===== config.mk =====
export PLATFORM = sky130hd
export DESIGN_NAME = host_mem_serdes_flat
export DESIGN_NICKNAME = d
export VERILOG_FILES = /design/src/rtl/host_mem_serdes_pkg.sv /design/src/rtl/host_mem_serdes_if.sv /design/src/rtl/host_mem_serdes_fifo.sv /design/src/rtl/host_mem_serdes.sv /design/src/flat_wrapper.sv
export SDC_FILE = /design/constraint.sdc
export NUM_CORES = 1
export LEC_CHECK = 0
export CAP_MARGIN = 10
export CORE_MARGIN = 1
export CORE_UTILIZATION = 50
export DETAILED_ROUTE_END_ITERATION = 12
export PLACE_DENSITY_LB_ADDON = 0.12
export RECOVER_POWER = 50
export SYNTH_ARGS = -nofsm -noshare
export SYNTH_HDL_FRONTEND = slang
export SYNTH_SLANG_ARGS = --single-unit

===== constraint.sdc =====
create_clock -name clk -period 6.8 [get_ports clk]
set_clock_uncertainty 0.2 [all_clocks]
set_input_delay 1.36 -clock clk [delete_from_list [all_inputs] [get_ports clk]]
set_output_delay 1.36 -clock clk [all_outputs]
set_load 0.03 [all_outputs]

===== src/rtl/host_mem_serdes_pkg.sv =====
// Shared types and helpers for the host-link memory-backup bridge.
// Header layout on the narrow link is {tag, addr, rw} with rw at bit 0.
package host_mem_serdes_pkg;

    typedef enum logic [1:0] {
        RX_HDR,
        CMD,
        RX_DATA,
        DATA_OUT
    } req_state_e;

    function automatic int ceil_div(input int num, input int den);
        return (num + den - 1) / den;
    endfunction

    function automatic int hdr_bits(input int aw, input int tw);
        return 1 + aw + tw;
    endfunction

    function automatic int hdr_tag_lsb(input int aw);
        return 1 + aw;
    endfunction

endpackage


===== src/rtl/host_mem_serdes_if.sv =====
// Bundle of narrow-link and wide-memory handshakes around the bridge.
// slave = bridge side, master = host/memory environment side.
interface host_mem_serdes_if #(
    parameter int NW = 16,
    parameter int DW = 128,
    parameter int AW = 26,
    parameter int TW = 5
);
    import host_mem_serdes_pkg::*;

    logic          narrow_req_valid;
    logic          narrow_req_ready;
    logic [NW-1:0] narrow_req_bits;
    logic          narrow_resp_valid;
    logic          narrow_resp_ready;
    logic [NW-1:0] narrow_resp_bits;
    logic          wide_req_cmd_valid;
    logic          wide_req_cmd_ready;
    logic          wide_req_cmd_rw;
    logic [AW-1:0] wide_req_cmd_addr;
    logic [TW-1:0] wide_req_cmd_tag;
    logic          wide_req_data_valid;
    logic          wide_req_data_ready;
    logic [DW-1:0] wide_req_data_bits;
    logic          wide_resp_valid;
    logic          wide_resp_ready;
    logic [DW-1:0] wide_resp_data;
    logic [TW-1:0] wide_resp_tag;

    modport slave (
        input  narrow_req_valid, narrow_req_bits, narrow_resp_ready,
        input  wide_req_cmd_ready, wide_req_data_ready,
        input  wide_resp_valid, wide_resp_data, wide_resp_tag,
        output narrow_req_ready, narrow_resp_valid, narrow_resp_bits,
        output wide_req_cmd_valid, wide_req_cmd_rw, wide_req_cmd_addr, wide_req_cmd_tag,
        output wide_req_data_valid, wide_req_data_bits, wide_resp_ready
    );

    modport master (
        output narrow_req_valid, narrow_req_bits, narrow_resp_ready,
        output wide_req_cmd_ready, wide_req_data_ready,
        output wide_resp_valid, wide_resp_data, wide_resp_tag,
        input  narrow_req_ready, narrow_resp_valid, narrow_resp_bits,
        input  wide_req_cmd_valid, wide_req_cmd_rw, wide_req_cmd_addr, wide_req_cmd_tag,
        input  wide_req_data_valid, wide_req_data_bits, wide_resp_ready
    );

endinterface


===== src/rtl/host_mem_serdes_fifo.sv =====
// Synchronous FIFO, DEPTH a power of 2, head visible the cycle after push.
// Latency 1 cycle push-to-empty-clear; push ignored when full, pop ignored when empty.
// Full/empty derived from pointers carrying one extra wrap bit.
module host_mem_serdes_fifo #(
    parameter int WIDTH = 8,
    parameter int DEPTH = 4
) (
    input  logic             clk,
    input  logic             rst_n,
    input  logic             push,
    input  logic [WIDTH-1:0] push_dat,
    input  logic             pop,
    output logic [WIDTH-1:0] head_dat,
    output logic             full,
    output logic             empty
);
    localparam int PW   = $clog2(DEPTH);
    localparam int PTRW = PW + 1;

    generate
        if (DEPTH < 2 || (DEPTH & (DEPTH - 1)) != 0) begin : g_bad_depth
            $error("host_mem_serdes_fifo: DEPTH must be a power of 2 and at least 2");
        end
    endgenerate

    logic [WIDTH-1:0] mem_q [DEPTH];
    logic [PW:0]      wr_ptr_q, wr_ptr_d;
    logic [PW:0]      rd_ptr_q, rd_ptr_d;
    logic             push_ok, pop_ok;

    assign full     = (wr_ptr_q[PW] != rd_ptr_q[PW]) && (wr_ptr_q[PW-1:0] == rd_ptr_q[PW-1:0]);
    assign empty    = (wr_ptr_q == rd_ptr_q);
    assign push_ok  = push && !full;
    assign pop_ok   = pop && !empty;
    assign head_dat = mem_q[rd_ptr_q[PW-1:0]];

    always_comb begin
        wr_ptr_d = wr_ptr_q;
        rd_ptr_d = rd_ptr_q;
        if (push_ok) wr_ptr_d = wr_ptr_q + PTRW'(1);
        if (pop_ok)  rd_ptr_d = rd_ptr_q + PTRW'(1);
    end

    always_ff @(posedge clk or negedge rst_n) begin
        if (!rst_n) begin
            wr_ptr_q <= '0;
            rd_ptr_q <= '0;
        end else begin
            wr_ptr_q <= wr_ptr_d;
            rd_ptr_q <= rd_ptr_d;
        end
    end

    // Storage needs no reset: an entry is only read after it has been written.
    always_ff @(posedge clk) begin
        if (push_ok) mem_q[wr_ptr_q[PW-1:0]] <= push_dat;
    end

endmodule


===== src/rtl/host_mem_serdes.sv =====
// Narrow-link <-> wide-memory bridge; HOST_MEM_SERDES_RESP_TAG_EN prefixes each response beat with a tag flit.
// Latency: cmd/data valid 1 cycle after last flit accepted; response head loads 1 cycle after visible.
// Backpressure: narrow_req_ready low in CMD/DATA_OUT; wide_resp_ready = !fifo full; narrow_resp held until ready.
module host_mem_serdes
    import host_mem_serdes_pkg::*;
#(
    parameter int NW         = 16,
    parameter int DW         = 128,
    parameter int AW         = 26,
    parameter int TW         = 5,
    parameter int DATA_BEATS = 4,
    parameter int RESP_DEPTH = 4
) (
    input  logic             clk,
    input  logic             reset_n,
    host_mem_serdes_if.slave bus
);
    localparam int HB      = hdr_bits(AW, TW);
    localparam int HF      = ceil_div(HB, NW);
    localparam int HPW     = HF * NW;
    localparam int DF      = DW / NW;
    localparam int TAG_LSB = hdr_tag_lsb(AW);
`ifdef HOST_MEM_SERDES_RESP_TAG_EN
    localparam int TF      = 1;
`else
    localparam int TF      = 0;
`endif
    localparam int RF      = DF + TF;
    localparam int RSW     = RF * NW;
    localparam int MAXF    = (HF > RF) ? HF : RF;
    localparam int CW      = $clog2(MAXF + 1);
    localparam int BW      = $clog2(DATA_BEATS + 1);

    generate
        if (DW % NW != 0) begin : g_bad_dw
            $error("host_mem_serdes: DW must be a multiple of NW");
        end
        if (TF == 1 && TW > NW) begin : g_bad_tw
            $error("host_mem_serdes: TW must not exceed NW when tag flits are emitted");
        end
    endgenerate

    req_state_e     state_q, state_d;
    logic [HPW-1:0] hdr_q, hdr_d;
    logic [DW-1:0]  data_q, data_d;
    logic [CW-1:0]  flit_cnt_q, flit_cnt_d;
    logic [BW-1:0]  beat_q, beat_d;
    logic           req_rdy, req_fire;

    assign req_rdy  = (state_q == RX_HDR) || (state_q == RX_DATA);
    assign req_fire = bus.narrow_req_valid && req_rdy;

    // Both collectors shift right so the first flit ends up in the LSBs.
    always_comb begin
        state_d    = state_q;
        hdr_d      = hdr_q;
        data_d     = data_q;
        flit_cnt_d = flit_cnt_q;
        beat_d     = beat_q;
        unique case (state_q)
            RX_HDR: begin
                if (req_fire) begin
                    hdr_d = HPW'({bus.narrow_req_bits, hdr_q} >> NW);
                    if (flit_cnt_q == CW'(HF - 1)) begin
                        flit_cnt_d = '0;
                        state_d    = CMD;
                    end else begin
                        flit_cnt_d = flit_cnt_q + CW'(1);
                    end
                end
            end
            CMD: begin
                if (bus.wide_req_cmd_ready) begin
                    beat_d  = '0;
                    state_d = hdr_q[0] ? RX_DATA : RX_HDR;
                end
            end
            RX_DATA: begin
                if (req_fire) begin
                    data_d = DW'({bus.narrow_req_bits, data_q} >> NW);
                    if (flit_cnt_q == CW'(DF - 1)) begin
                        flit_cnt_d = '0;
                        state_d    = DATA_OUT;
                    end else begin
                        flit_cnt_d = flit_cnt_q + CW'(1);
                    end
                end
            end
            DATA_OUT: begin
                if (bus.wide_req_data_ready) begin
                    if (beat_q == BW'(DATA_BEATS - 1)) begin
                        beat_d  = '0;
                        state_d = RX_HDR;
                    end else begin
                        beat_d  = beat_q + BW'(1);
                        state_d = RX_DATA;
                    end
                end
            end
            default: state_d = RX_HDR;
        endcase
    end

    assign bus.narrow_req_ready    = req_rdy;
    assign bus.wide_req_cmd_valid  = (state_q == CMD);
    assign bus.wide_req_cmd_rw     = hdr_q[0];
    assign bus.wide_req_cmd_addr   = hdr_q[AW:1];
    assign bus.wide_req_cmd_tag    = hdr_q[HB-1:TAG_LSB];
    assign bus.wide_req_data_valid = (state_q == DATA_OUT);
    assign bus.wide_req_data_bits  = data_q;

    logic               fifo_full, fifo_empty, fifo_pop;
    logic [TW+DW-1:0]   fifo_head;
    logic               rsp_busy_q, rsp_busy_d;
    logic [RSW-1:0]     rsp_sr_q, rsp_sr_d, rsp_load;
    logic [CW-1:0]      rsp_cnt_q, rsp_cnt_d;

    assign bus.wide_resp_ready = !fifo_full;

    host_mem_serdes_fifo #(
        .WIDTH (TW + DW),
        .DEPTH (RESP_DEPTH)
    ) u_resp_fifo (
        .clk      (clk),
        .rst_n    (reset_n),
        .push     (bus.wide_resp_valid),
        .push_dat ({bus.wide_resp_tag, bus.wide_resp_data}),
        .pop      (fifo_pop),
        .head_dat (fifo_head),
        .full     (fifo_full),
        .empty    (fifo_empty)
    );

`ifdef HOST_MEM_SERDES_RESP_TAG_EN
    assign rsp_load = {fifo_head[DW-1:0], NW'(fifo_head[TW+DW-1:DW])};
`else
    logic [TW-1:0] rsp_tag_unused;
    assign rsp_tag_unused = fifo_head[TW+DW-1:DW];
    assign rsp_load       = fifo_head[DW-1:0];
`endif

    // Loading only when idle gives the one-cycle bubble between entries.
    assign fifo_pop = !rsp_busy_q && !fifo_empty;

    always_comb begin
        rsp_busy_d = rsp_busy_q;
        rsp_sr_d   = rsp_sr_q;
        rsp_cnt_d  = rsp_cnt_q;
        if (fifo_pop) begin
            rsp_busy_d = 1'b1;
            rsp_sr_d   = rsp_load;
            rsp_cnt_d  = '0;
        end else if (rsp_busy_q && bus.narrow_resp_ready) begin
            rsp_sr_d = rsp_sr_q >> NW;
            if (rsp_cnt_q == CW'(RF - 1)) begin
                rsp_busy_d = 1'b0;
                rsp_cnt_d  = '0;
            end else begin
                rsp_cnt_d  = rsp_cnt_q + CW'(1);
            end
        end
    end

    assign bus.narrow_resp_valid = rsp_busy_q;
    assign bus.narrow_resp_bits  = rsp_sr_q[NW-1:0];

    always_ff @(posedge clk or negedge reset_n) begin
        if (!reset_n) begin
            state_q    <= RX_HDR;
            hdr_q      <= '0;
            data_q     <= '0;
            flit_cnt_q <= '0;
            beat_q     <= '0;
            rsp_busy_q <= 1'b0;
            rsp_sr_q   <= '0;
            rsp_cnt_q  <= '0;
        end else begin
            state_q    <= state_d;
            hdr_q      <= hdr_d;
            data_q     <= data_d;
            flit_cnt_q <= flit_cnt_d;
            beat_q     <= beat_d;
            rsp_busy_q <= rsp_busy_d;
            rsp_sr_q   <= rsp_sr_d;
            rsp_cnt_q  <= rsp_cnt_d;
        end
    end

endmodule


===== src/flat_wrapper.sv =====
// flat-port wrapper written by rule: the top's interface ports become plain ports
module host_mem_serdes_flat import host_mem_serdes_pkg::*;
#(
    parameter int NW         = 16,
    parameter int DW         = 128,
    parameter int AW         = 26,
    parameter int TW         = 5,
    parameter int DATA_BEATS = 4,
    parameter int RESP_DEPTH = 4
)
  (clk, reset_n, bus_narrow_req_valid, bus_narrow_req_bits, bus_narrow_resp_ready, bus_wide_req_cmd_ready, bus_wide_req_data_ready, bus_wide_resp_valid, bus_wide_resp_data, bus_wide_resp_tag, bus_narrow_req_ready, bus_narrow_resp_valid, bus_narrow_resp_bits, bus_wide_req_cmd_valid, bus_wide_req_cmd_rw, bus_wide_req_cmd_addr, bus_wide_req_cmd_tag, bus_wide_req_data_valid, bus_wide_req_data_bits, bus_wide_resp_ready);
  host_mem_serdes_if #(.NW(NW), .DW(DW), .AW(AW), .TW(TW)) bus_i ();
  input  logic clk;
  input  logic reset_n;
  input wire logic [$bits(bus_i.narrow_req_valid)-1:0] bus_narrow_req_valid;
  input wire logic [$bits(bus_i.narrow_req_bits)-1:0] bus_narrow_req_bits;
  input wire logic [$bits(bus_i.narrow_resp_ready)-1:0] bus_narrow_resp_ready;
  input wire logic [$bits(bus_i.wide_req_cmd_ready)-1:0] bus_wide_req_cmd_ready;
  input wire logic [$bits(bus_i.wide_req_data_ready)-1:0] bus_wide_req_data_ready;
  input wire logic [$bits(bus_i.wide_resp_valid)-1:0] bus_wide_resp_valid;
  input wire logic [$bits(bus_i.wide_resp_data)-1:0] bus_wide_resp_data;
  input wire logic [$bits(bus_i.wide_resp_tag)-1:0] bus_wide_resp_tag;
  output wire logic [$bits(bus_i.narrow_req_ready)-1:0] bus_narrow_req_ready;
  output wire logic [$bits(bus_i.narrow_resp_valid)-1:0] bus_narrow_resp_valid;
  output wire logic [$bits(bus_i.narrow_resp_bits)-1:0] bus_narrow_resp_bits;
  output wire logic [$bits(bus_i.wide_req_cmd_valid)-1:0] bus_wide_req_cmd_valid;
  output wire logic [$bits(bus_i.wide_req_cmd_rw)-1:0] bus_wide_req_cmd_rw;
  output wire logic [$bits(bus_i.wide_req_cmd_addr)-1:0] bus_wide_req_cmd_addr;
  output wire logic [$bits(bus_i.wide_req_cmd_tag)-1:0] bus_wide_req_cmd_tag;
  output wire logic [$bits(bus_i.wide_req_data_valid)-1:0] bus_wide_req_data_valid;
  output wire logic [$bits(bus_i.wide_req_data_bits)-1:0] bus_wide_req_data_bits;
  output wire logic [$bits(bus_i.wide_resp_ready)-1:0] bus_wide_resp_ready;
  assign bus_i.narrow_req_valid = bus_narrow_req_valid;
  assign bus_i.narrow_req_bits = bus_narrow_req_bits;
  assign bus_i.narrow_resp_ready = bus_narrow_resp_ready;
  assign bus_i.wide_req_cmd_ready = bus_wide_req_cmd_ready;
  assign bus_i.wide_req_data_ready = bus_wide_req_data_ready;
  assign bus_i.wide_resp_valid = bus_wide_resp_valid;
  assign bus_i.wide_resp_data = bus_wide_resp_data;
  assign bus_i.wide_resp_tag = bus_wide_resp_tag;
  assign bus_narrow_req_ready = bus_i.narrow_req_ready;
  assign bus_narrow_resp_valid = bus_i.narrow_resp_valid;
  assign bus_narrow_resp_bits = bus_i.narrow_resp_bits;
  assign bus_wide_req_cmd_valid = bus_i.wide_req_cmd_valid;
  assign bus_wide_req_cmd_rw = bus_i.wide_req_cmd_rw;
  assign bus_wide_req_cmd_addr = bus_i.wide_req_cmd_addr;
  assign bus_wide_req_cmd_tag = bus_i.wide_req_cmd_tag;
  assign bus_wide_req_data_valid = bus_i.wide_req_data_valid;
  assign bus_wide_req_data_bits = bus_i.wide_req_data_bits;
  assign bus_wide_resp_ready = bus_i.wide_resp_ready;
  host_mem_serdes #(.NW(NW), .DW(DW), .AW(AW), .TW(TW), .DATA_BEATS(DATA_BEATS), .RESP_DEPTH(RESP_DEPTH)) u_core (.clk(clk), .reset_n(reset_n), .bus(bus_i));
endmodule

-- Yosys cells after proc, flatten, opt, wreduce, memory -nomap -nowiden
Memory sizes are Yosys's and may differ from the RTL's.
Index checks and enable logic that the tools add are counted.
- $add $sub $neg: 5
- $mul: 0
- divide/modulo/power cells: 0
- $lt $le $gt $ge: 0
- eq/ne operators: 16
- shift-type cells: 0
- mux-type cells: 28
- bitwise gates (word level): 0
- reduce and logical (&&, ||, !) cells: 21
- operators with widths (kind ; count):
    $mux W128 ; 2
    $mux W4 ; 7
    $mux W2 ; 8
    $add A3 B1 Y3 const B ; 3
    $mux W3 ; 3
    $add A4 B1 Y4 const B ; 2
    $eq A4 B3 Y1 const B ; 2
    $ne A2 B2 Y1 const B ; 4
    $pmux W2 S4 ; 1
    $pmux W4 S2 ; 1
    $reduce_bool A2 Y1 ; 4
    $logic_and A1 B1 Y1 ; 6
    $pmux W3 S2 ; 1
    $reduce_and A2 Y1 ; 3
    $reduce_and A3 Y1 ; 2
    $reduce_and A6 Y1 ; 1
    $mux W1 ; 5
    $eq A2 B2 Y1 const B ; 2
    $eq A4 B1 Y1 const B ; 1
    $ne A2 B1 Y1 const B ; 2
    $eq A3 B2 Y1 const B ; 1
    $eq A3 B3 Y1 ; 1
    $logic_not A1 Y1 ; 3
    $eq A2 B1 Y1 const B ; 1
    other kinds (4) ; 4
- bits in registers: 308
- latch bits: 0
- RAM bits: 532
- bits in read-only memories: 0
- output and inout port bits: 181
- word-level logic and storage cells: 81
- memories kept: 1
- memory list (memory ; words ; width ; rd ports ; clocked after memory_dff ; write ports ; line ; source):
    u_core.u_resp_fifo.mem_q ; 4 ; 133 ; 1 ; 0 ; 1 ; host_mem_serdes_fifo.sv:26 ; logic [WIDTH-1:0] mem_q [DEPTH];

-- Logic depth before layout (Yosys ltp)
- depth in word-level cells: 6
- depth in mapped cells: 8
- depth with buffers taken out: 6

-- Cells and area by module
From an unflattened synthesis, not the netlist that was laid out.
- cell total of the unflattened synthesis: 1704
- area total of the unflattened synthesis: 32089.5 um^2
- modules (own cells, without submodules) (module ; times used ; cells each ; area each (um^2) ; sequential area each (um^2)):
    host_mem_serdes_fifo ; 1 ; 743 ; 19667.6 ; 16125.5
    host_mem_serdes ; 1 ; 961 ; 12421.9 ; 7557.2

-- Worst setup path before layout
OpenSTA, ideal clock, no wires.
- kind: in2reg
- start point: input bus_wide_resp_valid
- end point: memory u_core.u_resp_fifo.mem_q[3][0] (netlist name) (enable)
- setup time: 504 ps
- arrival: 4744 ps
- required time: 6096 ps
- setup slack: 1352 ps
- stages: 3
- path through: inv_1 > a31oi_1 > and2_1
- cells in the longest elaborated chain, start to end: 3
- RTL lines (item ; line ; source):
    from (decl) ; flat_wrapper.sv:20 ; input wire logic [$bits(bus_i.wide_resp_valid)-1:0] bus_wide_resp_valid;
    $logic_and A1 B1 Y1 ; host_mem_serdes_fifo.sv:33 ; assign push_ok = push && !full;
    $mux W1 ; host_mem_serdes_fifo.sv:56 ; if (push_ok) mem_q[wr_ptr_q[PW-1:0]] <= push_dat;
    $mux W1 (implied by the code) ; host_mem_serdes_fifo.sv:56 ;
    to (decl) ; host_mem_serdes_fifo.sv:26 ;
No other way between the ends.

==> impl_metrics.toml <==
[drt]
dr.first_iter.drc_count = 1048
drc = 0
firstDrtPassIters = 5
drt-wirelength-per-cell_um = 23.6
num_vias = 17500
wirelength_mm = 72.4
ant_nets = 0
viasPerCell = 5.69

[layout]
syn_to_final_growth_pct = 20.9
post-route-util = 0.616
nets = 2315
drive_gt1_frac = 0.201
layout_commonest_cell = "edfxtp_1"
mostFrequentLayoutCells = "512 x edfxtp_1, 305 x dfrtp_1, 199 x clkdlybuf4s50_1"
fin_cells = 3073
fillerInstances = 4712

[global_routing]
grt_pass1_wl_mm = 110
grt-ovfl-total = 0
grt_max_degree = 121
grt_pass1_vias = 17600
grt_use_total = 0.221
antenna_found_initial = 19

[logic_synthesis]
synth_top_area_share = 0.474
yosys-top-cells-area = "edfxtp_1 47%, dfrtp_1 24%, mux4_2 8.9%"
syn_area_per_cell_sq_um = 17.6
ys_ff_latch = 820
synth_warnings = 0
syn-num-nets = 2010
syn_area_sq_um = 32400
netlist_instances = 1845
ys_seq_area_frac = 0.712
synth_cell_types = 41
yosys.area.top_type = "edfxtp_1"

[worst_setup_path]
crit_fanout = 87
crit_required_ps = 6490
cp.arrival_ps = 4530
start_kind = "input pin"
crit_start = "reset_n"
cp_slowest_cell = "clkbuf_1"
critPathBufInv = 2
critPathKind = "in -> async"
crit_path_end_kind = "asynchronous set/reset pin"
path_cells = "buf_8, clkbuf_1"
r2r-start = "u_core.u_resp_fifo.rd_ptr_q[0]"
crit_family = "buffers and inverters"
worst_path_largest_cell_delay_ps = 2580

[floorplan]
die_y_um = 257
boundaryPins = 337
start_util = 0.510
row_count = 92
coreArea_sq_um = 63500
die_x_um = 257
fp.dieArea_sq_um = 65800

[cts]
post_cts_resized = 0
postCtsSetupBuffers = 0
cts_sinks = 820
htreeDepth = 3
ctsRootBufferMaster = "clkbuf_16"
ctsHoldBuffers = 0
clk-insertion-delay-late_ps = 620
cts_buffers = 85
clk_path_buf_depth = 3
clkTransAtPathRegs_ps = 50
cts_tree = "built"

[placed_design]
dpl.cell_count = 2909
port_buffers = 331
place_hpwl_mm = 44.4
gp_congestion = 0.832

[status]
violations = "max-capacitance violations, max-slew violations"
status = "complete, but fails checks"

[timing]
min_period_ps = 4850
final-hold-violation-count = 0
rsz0062_at_grt = "no"
setup_viol = 0
timing.fmax_mhz = 206
tightest_slew_ps = 3620
drv_slew = 303
relSlewSlack = -1.41
holdWs_ps = 282
fin_tns_setup_ps = 0
post-route-period-util = 0.713

[min_path]
min_from = "u_core.hdr_q[10]"
hp-class = "reg -> reg"

[run]
maxCapViolations = 6

[power_and_ir_drop]
cellLeakagePower_nw = 15.0
power.density_nw_per_um2 = 492
ir_drop_v = 0.000314
-- stage by stage --
step / setup slack, ps / instance area [sq um] / total power, W
after floorplan: 1350 / 32400 / 0.0123
after global placement: 2450 / 36400 / 0.0147
after detailed placement: 2430 / 36400 / 0.0149
after CTS: 2360 / 39200 / 0.0195
after global routing: 1210 / 39200 / 0.0202
final: 1950 / 39200 / 0.0193
-- logic make-up after synthesis --
kind of cell / synth area share
buffers and inverters: 0.0223
AND/OR/NAND/NOR: 0.0231
flip-flops: 0.712
multiplexers: 0.185
AO/OA/AOI/OAI: 0.0510
adder cells (fa/ha/maj): 0.00347
XOR/XNOR: 0.00266
-- final timing paths --
kind                                                      end  slack [ps]  cells past startpoint
min in group asynchronous   u_core.bus.wide_req_data_bits[57]         520                      1
min reg2reg                                  u_core.hdr_q[10]         280                      1
max reg2reg                               u_core.rsp_sr_q[45]        2160                      5
min                                          u_core.hdr_q[10]         280                      1
max in group clk            u_core.bus.wide_req_data_bits[29]        2100                      5
max                        u_core.bus.wide_req_data_bits[109]        1950                      2
-- Yosys cell counts, drive strengths merged --
cell / instances
xor2: 4
nand2: 146
nand3: 6
or3b: 1
clkbuf: 39
mux2: 163
and3: 1
a32oi: 1
nor4: 1
mux4: 128
nor2b: 6
o31ai: 2
a21oi: 115
xnor2: 5
nand4: 1
edfxtp: 512
nand2b: 4
dfrtp: 308
and2: 5
a211o: 2
a41oi: 2
nand4bb: 1
buf: 96
o21ai: 26
o311ai: 1
ha: 9
a31oi: 2
a32o: 1
nor2: 7
mux2i: 128
nor3b: 1
inv: 7
a22oi: 112
a22o: 2
-- where the power goes --
part           internal [W]  switching [W]  total (W)
logic               0.00298        0.00366    0.00664
clock network       0.00279        0.00186    0.00465
registers           0.00693        0.00106    0.00799
-- metal layers --
layer,GRT usage,share of wire
met1,0.301,0.43
met2,0.363,0.50
met3,0.0478,0.056
met4,0.0580,0.021
met5,0,0.00029
-- state kept, by name (all words and copies together), names as in the netlist --
name and count:
u_core.beat_q 3, u_core.state_q 2, u_core.bus.narrow_resp_valid 1, u_core.bus.wide_req_data_bits 128, u_core.hdr_q 32, u_core.u_resp_fifo.mem_q 512, u_core.rsp_sr_q 128, u_core.u_resp_fifo.wr_ptr_q 3
u_core.rsp_cnt_q 4, u_core.flit_cnt_q 4, u_core.u_resp_fifo.rd_ptr_q 3
-- cell type report --
class                   count  area, sq um  share of cell area
clock buffers             117         2410              0.0616
well taps                 846         1060              0.0270
diodes                      8         20.0            0.000511
flip-flops and latches    820        23100               0.590
multi-input cells         883         8610               0.220
clock inverters            39          417              0.0106
repair buffers            353         3530              0.0902
inverters                   7         26.3            0.000671
(Power assumes the default switching activity.)
